File: src/rtl/comp_seq_ctrl.sv
// comp_seq_ctrl: two-beat operand sequencer for comp_top; waits CMP_LATENCY cycles,
// captures the comparator flags, evaluates a condition code and holds the result.
module comp_seq_ctrl #(
    parameter int WIDTH       = 16,
    parameter int CMP_LATENCY = 1
) (
    input  logic             clk,
    input  logic             rst_n,
    input  logic             in_valid,
    output logic             in_ready,
    input  logic [WIDTH-1:0] in_data,
    input  logic             in_signed,
    input  logic [2:0]       in_cond,
    input  logic             abort,
    output logic [WIDTH-1:0] cmp_in0,
    output logic [WIDTH-1:0] cmp_in1,
    output logic             cmp_is_signed,
    input  logic             cmp_gt,
    input  logic             cmp_lt,
    input  logic             cmp_et,
    output logic             out_valid,
    input  logic             out_ready,
    output logic             out_gt,
    output logic             out_lt,
    output logic             out_et,
    output logic             out_true,
    output logic             out_err
);
    typedef enum logic [1:0] {S_A, S_B, S_WAIT, S_OUT} state_t;

    state_t           state;
    logic [WIDTH-1:0] op_a, op_b;
    logic             sign;
    logic [2:0]       cond;
    logic [3:0]       cnt;
    logic             sel, cond_true, flag_err;

    assign cmp_in0       = op_a;
    assign cmp_in1       = op_b;
    assign cmp_is_signed = sign;
    assign in_ready      = (state == S_A) || (state == S_B);

    // cond[2] picks GT over LT for the ordered codes; cond[0] ORs in equality
    assign sel       = cond[2] ? cmp_gt : cmp_lt;
    assign cond_true = cond == 3'b110 ? 1'b1 :
                       cond == 3'b111 ? 1'b0 :
                       cond == 3'b000 ? cmp_et :
                       cond == 3'b001 ? ~cmp_et :
                       cond[0]        ? (sel | cmp_et) : sel;
    // exactly one flag set <=> odd parity and not all three
    assign flag_err  = ~((cmp_gt ^ cmp_lt ^ cmp_et) & ~(cmp_gt & cmp_lt & cmp_et));

    always_ff @(posedge clk or negedge rst_n) begin
        if (!rst_n) begin
            state     <= S_A;
            op_a      <= '0;
            op_b      <= '0;
            sign      <= 1'b0;
            cond      <= 3'b000;
            cnt       <= 4'd0;
            out_valid <= 1'b0;
            out_gt    <= 1'b0;
            out_lt    <= 1'b0;
            out_et    <= 1'b0;
            out_true  <= 1'b0;
            out_err   <= 1'b0;
        end else if (abort) begin
            state     <= S_A;
            out_valid <= 1'b0;
        end else begin
            case (state)
                S_A: if (in_valid) begin
                    op_a  <= in_data;
                    sign  <= in_signed;
                    cond  <= in_cond;
                    state <= S_B;
                end
                S_B: if (in_valid) begin
                    op_b  <= in_data;
                    cnt   <= 4'(CMP_LATENCY - 1);
                    state <= S_WAIT;
                end
                S_WAIT: if (cnt == 4'd0) begin
                    out_gt    <= cmp_gt;
                    out_lt    <= cmp_lt;
                    out_et    <= cmp_et;
                    out_true  <= cond_true;
                    out_err   <= flag_err;
                    out_valid <= 1'b1;
                    state     <= S_OUT;
                end else begin
                    cnt <= cnt - 4'd1;
                end
                S_OUT: if (out_ready) begin
                    out_valid <= 1'b0;
                    state     <= S_A;
                end
                default: state <= S_A;
            endcase
        end
    end
endmodule
File: config.mk
export PLATFORM = sky130hd
export DESIGN_NAME = comp_seq_ctrl
export DESIGN_NICKNAME = d
export VERILOG_FILES = /design/src/rtl/comp_seq_ctrl.sv
export SDC_FILE = /design/constraint.sdc
export NUM_CORES = 1
export LEC_CHECK = 0
export ABC_AREA = 1
export CAP_MARGIN = 20
export CORE_ASPECT_RATIO = 0.7
export CORE_UTILIZATION = 49
export DETAILED_ROUTE_END_ITERATION = 7
export PLACE_DENSITY = 0.91
export REMOVE_ABC_BUFFERS = 1
export SLEW_MARGIN = 0
export SYNTH_ARGS = -nofsm -noshare
export SYNTH_HDL_FRONTEND = slang
export SYNTH_SLANG_ARGS = --single-unit
File: constraint.sdc
create_clock -name clk -period 3.8 [get_ports clk]
set_input_delay 0.95 -clock clk [delete_from_list [all_inputs] [get_ports clk]]
set_output_delay 0.95 -clock clk [all_outputs]
set_load 0.05 [all_outputs]
==> out/results.txt <==
The post-layout utilization of the core is 0.742, and the fraction of layout cells with a size suffix above 1 is 0.0617. The tools report the die outline area as 0.00459 mm^2. At the end of routability-driven placement, the weighted congestion stood at 0.814. Cell internal power was estimated by the tool at 1.64 mW. For the HPWL reported at the end of detailed placement, the log shows 3.18 mm. In this design, the stage delay of the slowest critical-path cell is 700 ps.

The port buffer count came out at 67. The net switching fraction of the power is 0.471. The tools report the share of total power in the clock network as 0.162. The signal on the critical path passes through inv_1 > ha_1 > or2_2 > clkdlybuf4s50_1.

The logs give 239 for the cell count after synthesis and 1950 ps for the setup slack of the worst register-to-register path. The post-synthesis area per instance was 8.85 um^2. The later-pin clock latency in the skew report came out at 300 ps. The run gives 0.544 as the relative contribution of combinational cells to total power. Of all nets on the critical path, the largest fanout is 5. The tools report the number of sinks driven by the clock tree as 48.

The run gives 2850 ps as the required time of the worst setup path. The H-tree was split into 2 levels. In this run the clock root is driven by a sky130_fd_sc_hd__clkbuf_8. The final cycle utilization of the critical path was 0.794.

The flow ran to the end, and the final reports show no timing, DRC or antenna violations. The number of maximum-capacitance constraint violations is 0. For this design the static power due to leakage is 1.45 nW.

The logs give 0.294 for the relative contribution of sequential cells to total power and 0.568 for the portion of the post-synthesis area used by sequential elements. Across all layers, the routed design uses 1763 vias. In this run the post-CTS setup repair buffer count came out at 0. The number of synthesis warnings came out at 0. The all-layer global routing usage is 0.221. The synthesis-to-finish area growth was 40.9%; the initial antenna violation count was 0. In this run the worst hold path is classified as in -> async. The number of hold buffers added after CTS was 0. The net count of the finished layout is 342. The count of antenna-violating nets left after detailed routing is 0, and the aggregate global routing overflow is 0. After detailed routing, the number of vias per cell comes to 4.90. The run gives 0 as the final count of pins violating max slew. After floorplanning, the core was divided into 19 placement rows. The number of diodes came out at 0.

The first detailed-routing pass ran for 4 iterations. The tools report the terminus of the critical flop-to-flop path as cnt[0]. The logs give 3.10 ps for the final clock skew and 331 MHz for the fmax.

The run gives 21 as the number of unique standard cell types used by synthesis. The startpoint identified for the worst register-to-register timing path is state[1]. Dividing the detail-routed wire length by the instance count gives 12.6 um. Summing every instance area after synthesis gives 0.00212 mm^2.

The total of cells resized after clock tree synthesis came out at 0. Wires add up to 4.52 mm. The floorplan step defined a core boundary enclosing 0.00402 mm^2. For this design the ratio of total power to cell area is 1040 mW/mm^2. Vertical extent of the die: 57.0 um.

The first global-routing pass estimated 7.59 mm of wire. The count of cells along the worst register-to-register path was 7. Setup repair after global routing left no endpoint under its margin. For the normalized max-slew margin, the log shows 0.639. Counting along the longest clock path gives a buffer depth of 2. Counting the buffers created by CTS gives 5.

The summed negative setup slack over all endpoints came out at 0 ps. TritonCTS built the clock tree. The floorplan step set the die width to 80.5 um.

The critical path is of the reg -> out type. The cell at the slowest stage of the critical path was sky130_fd_sc_hd__clkdlybuf4s50_1. In this run, the number of DRC markers left after iteration 0 of detailed routing was 119. STA classifies the critical path endpoint as an output port. The data arrival time of the critical path came out at 2070 ps. Transition at the pin with the smallest max-transition slack: 540 ps. The run gives 0 as the DRC violations left.

The worst setup path is launched from a register. The logs give 1687 for the via count of the first global-routing pass and 0 for the number of failing hold endpoints at the final stage. The worst path needs 3020 ps of the cycle, external delays included.

The power spent charging and discharging nets was 1.46 mW. The clock transition at the registers of the reported paths came out at 90 ps. 68 I/O pins were placed. Setup violations remaining at the end of the flow were counted as 0. The effective utilization at floorplan came out at 0.527.

The post-synthesis register bit count is 48. The pin count of the biggest net entering global routing is 49, and the worst ir drop on vdd is 0.786 mV.
## metrics by stage
stage	hold slack (ps)	cells	power [mW]	area [um^2]	worst slack (ps)
final	456	360	3.09	2980	781
after global routing	448	360	3.27	2980	701
after CTS	487	359	3.11	2960	780
after detailed placement	466	351	2.59	2800	1030
after global placement	457	351	2.55	2800	1110
after floorplan	453	231	2.01	2060	1770
## cells in the final DEF (no fill, tap or decap)
cell                               n
sky130_fd_sc_hd__nand2_1          70
sky130_fd_sc_hd__clkdlybuf4s50_1  66
sky130_fd_sc_hd__dfrtp_1          48
sky130_fd_sc_hd__inv_1            30
sky130_fd_sc_hd__o21ai_0          24
sky130_fd_sc_hd__o21ai_1          14
sky130_fd_sc_hd__nor2_1           10
sky130_fd_sc_hd__nand3_1          10
sky130_fd_sc_hd__ha_1              7
sky130_fd_sc_hd__clkbuf_8          5
sky130_fd_sc_hd__a21oi_1           4
sky130_fd_sc_hd__or2_2             3
sky130_fd_sc_hd__bufinv_16         3
sky130_fd_sc_hd__nand3_2           2
sky130_fd_sc_hd__nand4_1           2
sky130_fd_sc_hd__mux2_1            2
sky130_fd_sc_hd__inv_2             1
sky130_fd_sc_hd__nor2_2            1
sky130_fd_sc_hd__o21bai_1          1
sky130_fd_sc_hd__nor3_1            1
sky130_fd_sc_hd__nand2_2           1
sky130_fd_sc_hd__buf_2             1
sky130_fd_sc_hd__buf_12            1
sky130_fd_sc_hd__buf_4             1
## critical path: cells and delay by family (launching register included)
kind,cells,cell delay (ps)
buffers and inverters,2,790
flip-flops,1,440
AND/OR/NAND/NOR,1,320
adder cells (fa/ha/maj),1,230
## worst max path at each step
stage,from,to,depth (start not counted)
after floorplan,state[0],in_ready,3
after global placement,abort,cnt[3],7
after detailed placement,abort,cnt[0],7
after CTS,state[0],in_ready,4
after global routing,state[0],in_ready,4
final,state[0],in_ready,4
## layer usage
layer,up-vias,global-route usage,wire length (um)
li1,885,-,-
met3,7,0.0768,398
met5,-,0,0
met2,66,0.346,1990
met1,805,0.290,2070
met4,0,0.0765,58
## cell usage after synthesis (all sizes together)
master  instances  area [um^2]
o21bai          1         7.51
dfrtp          48         1200
buf             8         51.3
nand4           2         12.5
ha              7         87.6
a21oi           4         20.0
nand2          71          269
inv            31          116
nand3          12         70.1
mux2            2         22.5
o21ai          38          190
or2             3         18.8
nor2           11         43.8
nor3            1         5.00
## final cells by class
cell class              instances  area, um^2
clock buffers                   5        68.8
clock inverters                 3        90.1
fillers                       283        1040
inverters                      31         116
multi-input cells             152         747
flip-flops and latches         48        1200
well taps                      52        65.1
repair buffers                 69         693
## state kept, by name (all words and copies together), names as in the netlist
signal and flops:
state 2, out_et 1, cond 3, out_valid 1, cmp_is_signed 1, out_lt 1, out_gt 1, cmp_in0 16
cmp_in1 16, out_true 1, cnt 4, out_err 1
## power by group through the flow
stage / Clock, mW / Combinational [mW] / Sequential (mW)
5_1_grt: 0.531 / 1.80 / 0.940
3_5_place_dp: 0 / 1.68 / 0.910
4_1_cts: 0.507 / 1.69 / 0.908
6_report: 0.500 / 1.68 / 0.911
3_3_place_gp: 0 / 1.65 / 0.907
2_1_floorplan: 0 / 0.427 / 1.59
## cells by family after synthesis
logic type,Yosys count,synth area share
simple gates,100,0.198
compound gates,43,0.103
mux,2,0.0106
fa+ha+maj,7,0.0414
buf+inv,39,0.0792
flops,48,0.568
Power figures use the tool's default switching activity.
